`src/rtl/ram_bist_ctrl.sv`:
```
// ram_bist_ctrl: fills a single-port block RAM with a pattern, reads it back through a
// latency-matched pipeline and reports pass/fail, error count and first failing address.
module ram_bist_ctrl #(
    parameter int ADDR_WIDTH   = 8,
    parameter int DATA_WIDTH   = 8,
    parameter int READ_LATENCY = 1
) (
    input  logic                  clka,
    input  logic                  rsta,
    input  logic                  start,
    input  logic [1:0]            pattern_sel,
    output logic                  ena,
    output logic                  wea,
    output logic [ADDR_WIDTH-1:0] addra,
    output logic [DATA_WIDTH-1:0] dina,
    input  logic [DATA_WIDTH-1:0] douta,
    output logic                  busy,
    output logic                  done,
    output logic                  pass,
    output logic [ADDR_WIDTH:0]   err_count,
    output logic [ADDR_WIDTH-1:0] first_err_addr
);
    localparam int L = READ_LATENCY;
    localparam logic [ADDR_WIDTH:0] DEPTH = {1'b1, {ADDR_WIDTH{1'b0}}};

    typedef enum logic [2:0] {IDLE, WRITE, READ, DRAIN, DONE} state_t;

    state_t                state, state_nxt;
    logic [ADDR_WIDTH-1:0] addr;
    logic [1:0]            sel;
    logic                  go, behind;
    logic                  pv [0:L];
    logic [ADDR_WIDTH-1:0] pa [0:L];
    logic [DATA_WIDTH-1:0] pe [0:L];

    function automatic logic [DATA_WIDTH-1:0] pattern(input logic [1:0] s, input logic [ADDR_WIDTH-1:0] a);
        logic [ADDR_WIDTH-1:0] na;
        na = ~a;
        return s == 2'd0 ? DATA_WIDTH'(a) :
               s == 2'd1 ? DATA_WIDTH'(na) :
               s == 2'd2 ? (a[0] ? DATA_WIDTH'(8'hAA) : DATA_WIDTH'(8'h55)) : '0;
    endfunction

    assign go = (state == IDLE || state == DONE) && start;

    // Stage 0 holds the request currently on addra; stage L lines up with douta.
    // DRAIN ends once only the compare stage may still hold a valid entry.
    always_comb begin
        behind = 1'b0;
        for (int i = 0; i < L; i++) behind = behind | pv[i];
    end

    always_comb begin
        state_nxt = state;
        case (state)
            IDLE, DONE: state_nxt = go ? WRITE : state;
            WRITE:      state_nxt = &addr ? READ : WRITE;
            READ:       state_nxt = &addr ? DRAIN : READ;
            DRAIN:      state_nxt = behind ? DRAIN : DONE;
            default:    state_nxt = IDLE;
        endcase
    end

    always_ff @(posedge clka) begin
        if (rsta) state <= IDLE;
        else      state <= state_nxt;
    end

    always_ff @(posedge clka) begin
        if (rsta) begin
            addr           <= '0;
            sel            <= '0;
            ena            <= 1'b0;
            wea            <= 1'b0;
            addra          <= '0;
            dina           <= '0;
            busy           <= 1'b0;
            done           <= 1'b0;
            pass           <= 1'b0;
            err_count      <= '0;
            first_err_addr <= '0;
            for (int i = 0; i <= L; i++) pv[i] <= 1'b0;
        end else begin
            addr  <= go ? '0 : (state == WRITE || state == READ) ? addr + ADDR_WIDTH'(1) : addr;
            sel   <= go ? pattern_sel : sel;
            ena   <= state == WRITE || state == READ;
            wea   <= state == WRITE;
            addra <= addr;
            dina  <= state == WRITE ? pattern(sel, addr) : '0;
            busy  <= state == WRITE || state == READ || state == DRAIN;
            done  <= state == DONE && state_nxt == DONE;
            pass  <= state == DONE && state_nxt == DONE && err_count == '0;
            pv[0] <= state == READ;
            pa[0] <= addr;
            pe[0] <= pattern(sel, addr);
            for (int i = 1; i <= L; i++) begin
                pv[i] <= pv[i-1];
                pa[i] <= pa[i-1];
                pe[i] <= pe[i-1];
            end
            if (go) begin
                err_count      <= '0;
                first_err_addr <= '0;
            end else if (pv[L] && douta != pe[L]) begin
                err_count      <= err_count + (ADDR_WIDTH+1)'(err_count != DEPTH);
                first_err_addr <= err_count == '0 ? pa[L] : first_err_addr;
            end
        end
    end
endmodule

```
`config.mk`:
```
export PLATFORM = sky130hd
export DESIGN_NAME = ram_bist_ctrl
export DESIGN_NICKNAME = d
export VERILOG_FILES = /design/src/rtl/ram_bist_ctrl.sv
export SDC_FILE = /design/constraint.sdc
export NUM_CORES = 1
export LEC_CHECK = 0
export CAP_MARGIN = 30
export CORE_MARGIN = 5
export CORE_UTILIZATION = 50
export DETAILED_ROUTE_END_ITERATION = 6
export PLACE_DENSITY = 0.75
export SYNTH_ARGS = -nofsm -noshare
export SYNTH_HDL_FRONTEND = slang
export SYNTH_SLANG_ARGS = --single-unit
export TNS_END_PERCENT = 10
```
`constraint.sdc`:
```
create_clock -name clka -period 1.8 [get_ports clka]
set_input_delay 0.27 -clock clka [delete_from_list [all_inputs] [get_ports clka]]
set_output_delay 0.27 -clock clka [all_outputs]
set_load 0.005 [all_outputs]
```
# ---- Yosys cells after proc, flatten, opt, wreduce, memory -nomap -nowiden
# Memories as Yosys holds them, arrays and structs flattened. A register that Yosys moved wholly into a read port is not among the register bits.
# Index checks and enable logic that the tools add are counted.
dict set report classes {
  magnitude_cmp 0
  n_reduce_logical 15
  muxes 14
  eq_ne 9
  shifts 0
  addsub 2
  n_bitwise 4
  n_div 0
  n_mul 0
}
# cell n
set ops {}
lappend ops {{two-way mux 8 bit} 4}
lappend ops {{one-hot mux 3 bit (4 select lines)} 1}
lappend ops {{adder 9 x 1 -> 9 bit} 1}
lappend ops {{logical NOT 9 bit} 1}
lappend ops {{inequality test 9 bit (second input constant)} 1}
lappend ops {{adder 8 x 1 -> 8 bit (second input constant)} 1}
lappend ops {{inequality test 8 bit} 1}
lappend ops {{inverter 8 bit} 1}
lappend ops {{AND reduction 8 bit} 1}
lappend ops {{== test 3 x 2 -> 1 bit (second input constant)} 2}
lappend ops {{== test 3 bit (second input constant)} 2}
lappend ops {{two-way mux 1 bit} 6}
lappend ops {{two-way mux 3 bit} 2}
lappend ops {{OR reduction 2 bit} 3}
lappend ops {{logical AND 1 bit} 4}
lappend ops {{== test 3 x 1 -> 1 bit (second input constant)} 1}
lappend ops {{logical NOT 3 bit} 1}
lappend ops {{logical OR 1 bit} 3}
lappend ops {{== test 2 x 1 -> 1 bit (second input constant)} 1}
lappend ops {{== test 2 bit (second input constant)} 1}
lappend ops {{logical NOT 2 bit} 1}
lappend ops {{two-way mux 2 bit} 1}
lappend ops {{OR 1 bit} 2}
lappend ops {{AND reduction 2 bit} 1}
lappend ops {{inverter 1 bit} 1}
dict set report word_totals {
  mem_count 3
  ff_bits 43
  output_inout_bits 38
  mem_bits_ro 0
  in_bits 13
  latch_bits 0
  ramBits 34
}
# memory depth width rd rd_clocked_by_memory_dff write_ports line_no
set memory_table {}
lappend memory_table {pa 2 8 2 1 2 33} ;# logic [ADDR_WIDTH-1:0] pa [0:L];
lappend memory_table {pe 2 8 2 0 2 34} ;# logic [DATA_WIDTH-1:0] pe [0:L];
lappend memory_table {pv 2 1 2 0 2 32} ;# logic pv [0:L];

# ---- Longest topological paths before layout
dict set report logic_depth {
  word_depth 8
  ltp_mapped 8
}

# ---- Worst setup path before layout
# No wires, ideal clock.
dict set report synth_timing {
  path_kind {reg2reg}
  start {reg err_count[4]}
  end {reg err_count[4]}
  path_stages_with_launch 9
  t_arrival_ps 1536
  n_path_buf 0
  slack_ps 150
  synth_period_minus_slack_ps 1650
  path_cell_list {dfxtp_1 -> nor4_2 -> nand3_1 -> ha_1 -> ha_1 -> nand4_1 -> a21oi_1 -> xnor2_1 -> nor2_1}
}
dict set report synth_via {
  elab_chain_len 2
}
# item line_no
set synth_rtl {}
lappend synth_rtl {{start, declared} 20} ;# output logic [ADDR_WIDTH:0] err_count,
lappend synth_rtl {{start signal, assigned} 105} ;# err_count <= err_count + (ADDR_WIDTH+1)'(err_count != DEPTH);
lappend synth_rtl {{inequality test 9 bit} 105}
lappend synth_rtl {{adder 9 x 1 -> 9 bit (*)} 105}
# Every way passes the cells marked *; elsewhere a longest branch is shown, timed or not.
# A chain may end at the register's enable or synchronous reset.

# ---- Worst setup path after layout
dict set report layout_timing {
  start {reg err_count[1]}
  end {out err_count[1]}
}
# No word-level cell between the ends.

==> results.md <==
- Status: complete, no violations
- Crit path buf inv count: 2
- Vias per cell: 5.284
- Clock power frac: 38.8%
- Hold slack: 0.4192 ns
- Post-synthesis cell count: 272
- Pin count of the biggest net entering global routing: 18
- Final net count: 353
- Crit end category: primary output
- Setup bufs post-CTS: 0
- Min Tclk post-route: 1.682 ns
- H-tree Lvls: 3
- Critical Path Source Type: flip-flop
- CP max stage delay: 0.50 ns
- Syn Nets: 288
- GRT overflow: 0
- CTS tree: done
- Synth warn: 0
- Die area: a little over 8000 um2
- Sequential element share of the synthesized area: 62.59%
- WP data required: approximately 1.5 ns
- Mean Syn Cell Area: 11.88 um2
- TritonCTS Buffers: 9
- Io pins: 51
- Initial antenna violation count: 0
- Internal: 2991 uW
- Synth Flop Type: dfxtp_1
- Initial Utilization: 51.17%
- Delay-heaviest family, CP: buffers and inverters
- Clock root buffer: clkbuf_8
- PortBufs: 50
- Drt wl/cell: 14.41 um
- Clk_lat worst skew: 0.35 ns
- Vias in the first global route: 2,150
- Final worst setup slack: 0.1182 ns
- Slowest CP cell: clkdlybuf4s50_1
- All-Layer GR Usage: ~15%
- Count of flip-flops with a built-in enable after synthesis: 32
- Ant diodes: 0
- Vias: 2,214
- Fmax: ~590 MHz
- ANT nets after route: 0
- Hold Crit Class: flip-flop to flip-flop
- Switching share of power: 20.64%
- Worst slew pin tran: 0.5912 ns
- Post-synth cell types: 44
- Synthesized area: between 3000 and 4000 um2
- Commonest non-fill, non-tap cell in the layout: dfxtp_1
- Row cnt: 29
- Final-report max-slew violation count: 0
- First-pass GRT wire length: 10,200 um
- Net Switching: roughly 780 uW
- Met2 Use GR: 25.49%
- Ratio of cells with drive above 1 in the final layout: 12.57%
- Num Clock Sinks: 85
- Worst-path clk slew: about 0.080 ns
- Met1 Track Usage GR: 18.92%
- TritonRoute pass-1 iters: 4
- Final wirelength: 6036 um
- Placed cell count: between 400 and 500
- Maximum vdd ir drop: 0.6210 mV
- Final Hold Fails: 0
- Global Route met3 Usage: 4.417%
- Logic pwr share: around 5.6%
- Final setup viols: 0
- Post-Layout Cell Count: 419
- CP Class: flip-flop to primary output
- Die Y: 90.38 um
- CP Cell Sequence: buf_4, clkdlybuf4s50_1
- Die X: 90.38 um
- Tcrit/Tclk final: 93.43%
- Sequential fraction of design power: 55.6%
- HPWL Detailed: between 4000 and 5000 um
- Clk buf depth: 2
- Worst Skew: 0.007574 ns
- CP max FO: 6
- Worst path arrival time: 1.41 ns
- Maximum Capacitance Violations: 0
- Busiest layer in global routing: met2
- Core footprint: 6314 um2
- Commonest cells after routing, fill and taps aside: dfxtp_1, clkdlybuf4s50_1, edfxtp_1
- DR DRC count: 0
- Worst slew margin: 60.55%
- Layout area overhead: 28.04%
- DP Worst Slack: -0.02221 ns
- Async SR Flop Fraction: 0%
- Initial drt markers: 97
- GP Congestion: 0.7670
- LEAKAGE: around 0.0015 uW
- #FFs+latches synth: 85
- PD cells: between 900 and 1000 nW/um2
==> power by group through the flow <==
stage	logic [uW]	registers [uW]	clock network, uW
after floorplan	131	2130	0
after global placement	204	2140	0
after detailed placement	211	2140	0
after CTS	212	2100	1500
after global routing	231	2100	1600
final	209	2100	1460
==> cell usage after synthesis, types with 2 or more instances <==
cell	count	area [um2]
a21oi_1	5	25.02
a31oi_1	3	18.77
and2_1	2	12.51
and3_1	6	37.54
and4_1	2	17.52
buf_2	4	20.02
buf_4	2	15.01
clkbuf_1	5	18.77
dfxtp_1	53	1061
edfxtp_1	32	960.9
ha_1	3	37.54
inv_1	7	26.28
mux2i_1	5	50.05
nand2_1	13	48.80
nand2b_1	2	12.51
nand3_1	4	20.02
nand4_1	15	93.84
nor2_1	18	67.56
nor2b_1	16	100.1
nor3_1	3	15.01
nor4_2	2	25.02
o21ai_0	11	55.05
o21ai_1	2	10.01
o311ai_1	8	70.07
or3_1	7	43.79
xnor2_1	19	166.4
xor2_1	6	52.55
==> per-layer routing <==
| layer | vias up | wire length [um] |
|---|---|---|
| met2 | 50 | 2955 |
| met5 | - | 0 |
| li1 | 1107 | - |
| met3 | 15 | 349 |
| met1 | 1042 | 2615 |
| met4 | 0 | 116 |
==> flip-flops by register name, summed over array words and instances, names as in the netlist <==
signal and flops:
addra 8, dina 8, wea 1, state 3, pa 16, pv 2, ena 1, pe 16
pass 1, first_err_addr 8, addr 8, sel 2, busy 1, done 1, err_count 9
==> final timing paths <==
check	start	slack, ns	depth (start not counted)	endpoint
worst min-delay path	pa[0][6]	0.42	0	pa[1][6]
worst max-delay path	err_count[1]	0.12	2	err_count[1]
worst max register to register	err_count[6]	0.15	7	err_count[8]
worst min register to register	pa[0][6]	0.42	0	pa[1][6]
==> stage by stage <==
stage	utilization, %	TNS, ns	area (um2)	total power (uW)
after CTS	65.18	0	4115	3807
after global routing	65.52	-0.004103	4136	3932
after floorplan	-	0	3231	2260
final	65.52	0	4136	3769
after detailed placement	61.61	-0.1021	3890	2352
after global placement	61.61	0	3890	2344
==> repair_timing <==
item                                   in CTS  in global routing
hold buffers                                0                  0
endpoints found under the hold margin       0                  0
setup endpoints to repair                   0                  4
gates resized for setup                     0                  4
==> kinds of logic after synthesis <==
kind of cell,count (synthesis),share of synthesized area (%)
AOI/OAI and AO/OA,37,7.979
xor gates and xnor gates,25,6.778
adders and majority gates,3,1.162
buffers and inverters,19,2.595
DFF,85,62.59
muxes,5,1.549
and+or+nand+nor,98,17.35
==> area by class of cell <==
class                           count  area [um2]
Tap cell                           77       96.34
Clock buffer                       11       141.4
Sequential cell                    85        2023
Timing Repair Buffer               66       620.6
Clock inverter                      5       83.83
Inverter                            7       26.28
Fill cell                         499        2177
Multi-Input combinational cell    168        1145
==> worst register-to-register path, cell delays in order (launching register included) <==
cell	delay, ns
dfxtp_1	0.45
nor4_4	0.08
nand3_1	0.11
ha_2	0.18
ha_1	0.19
nand3_1	0.11
or3_1	0.34
a21oi_2	0.13
Note: power is estimated with default switching activity, not from simulation.
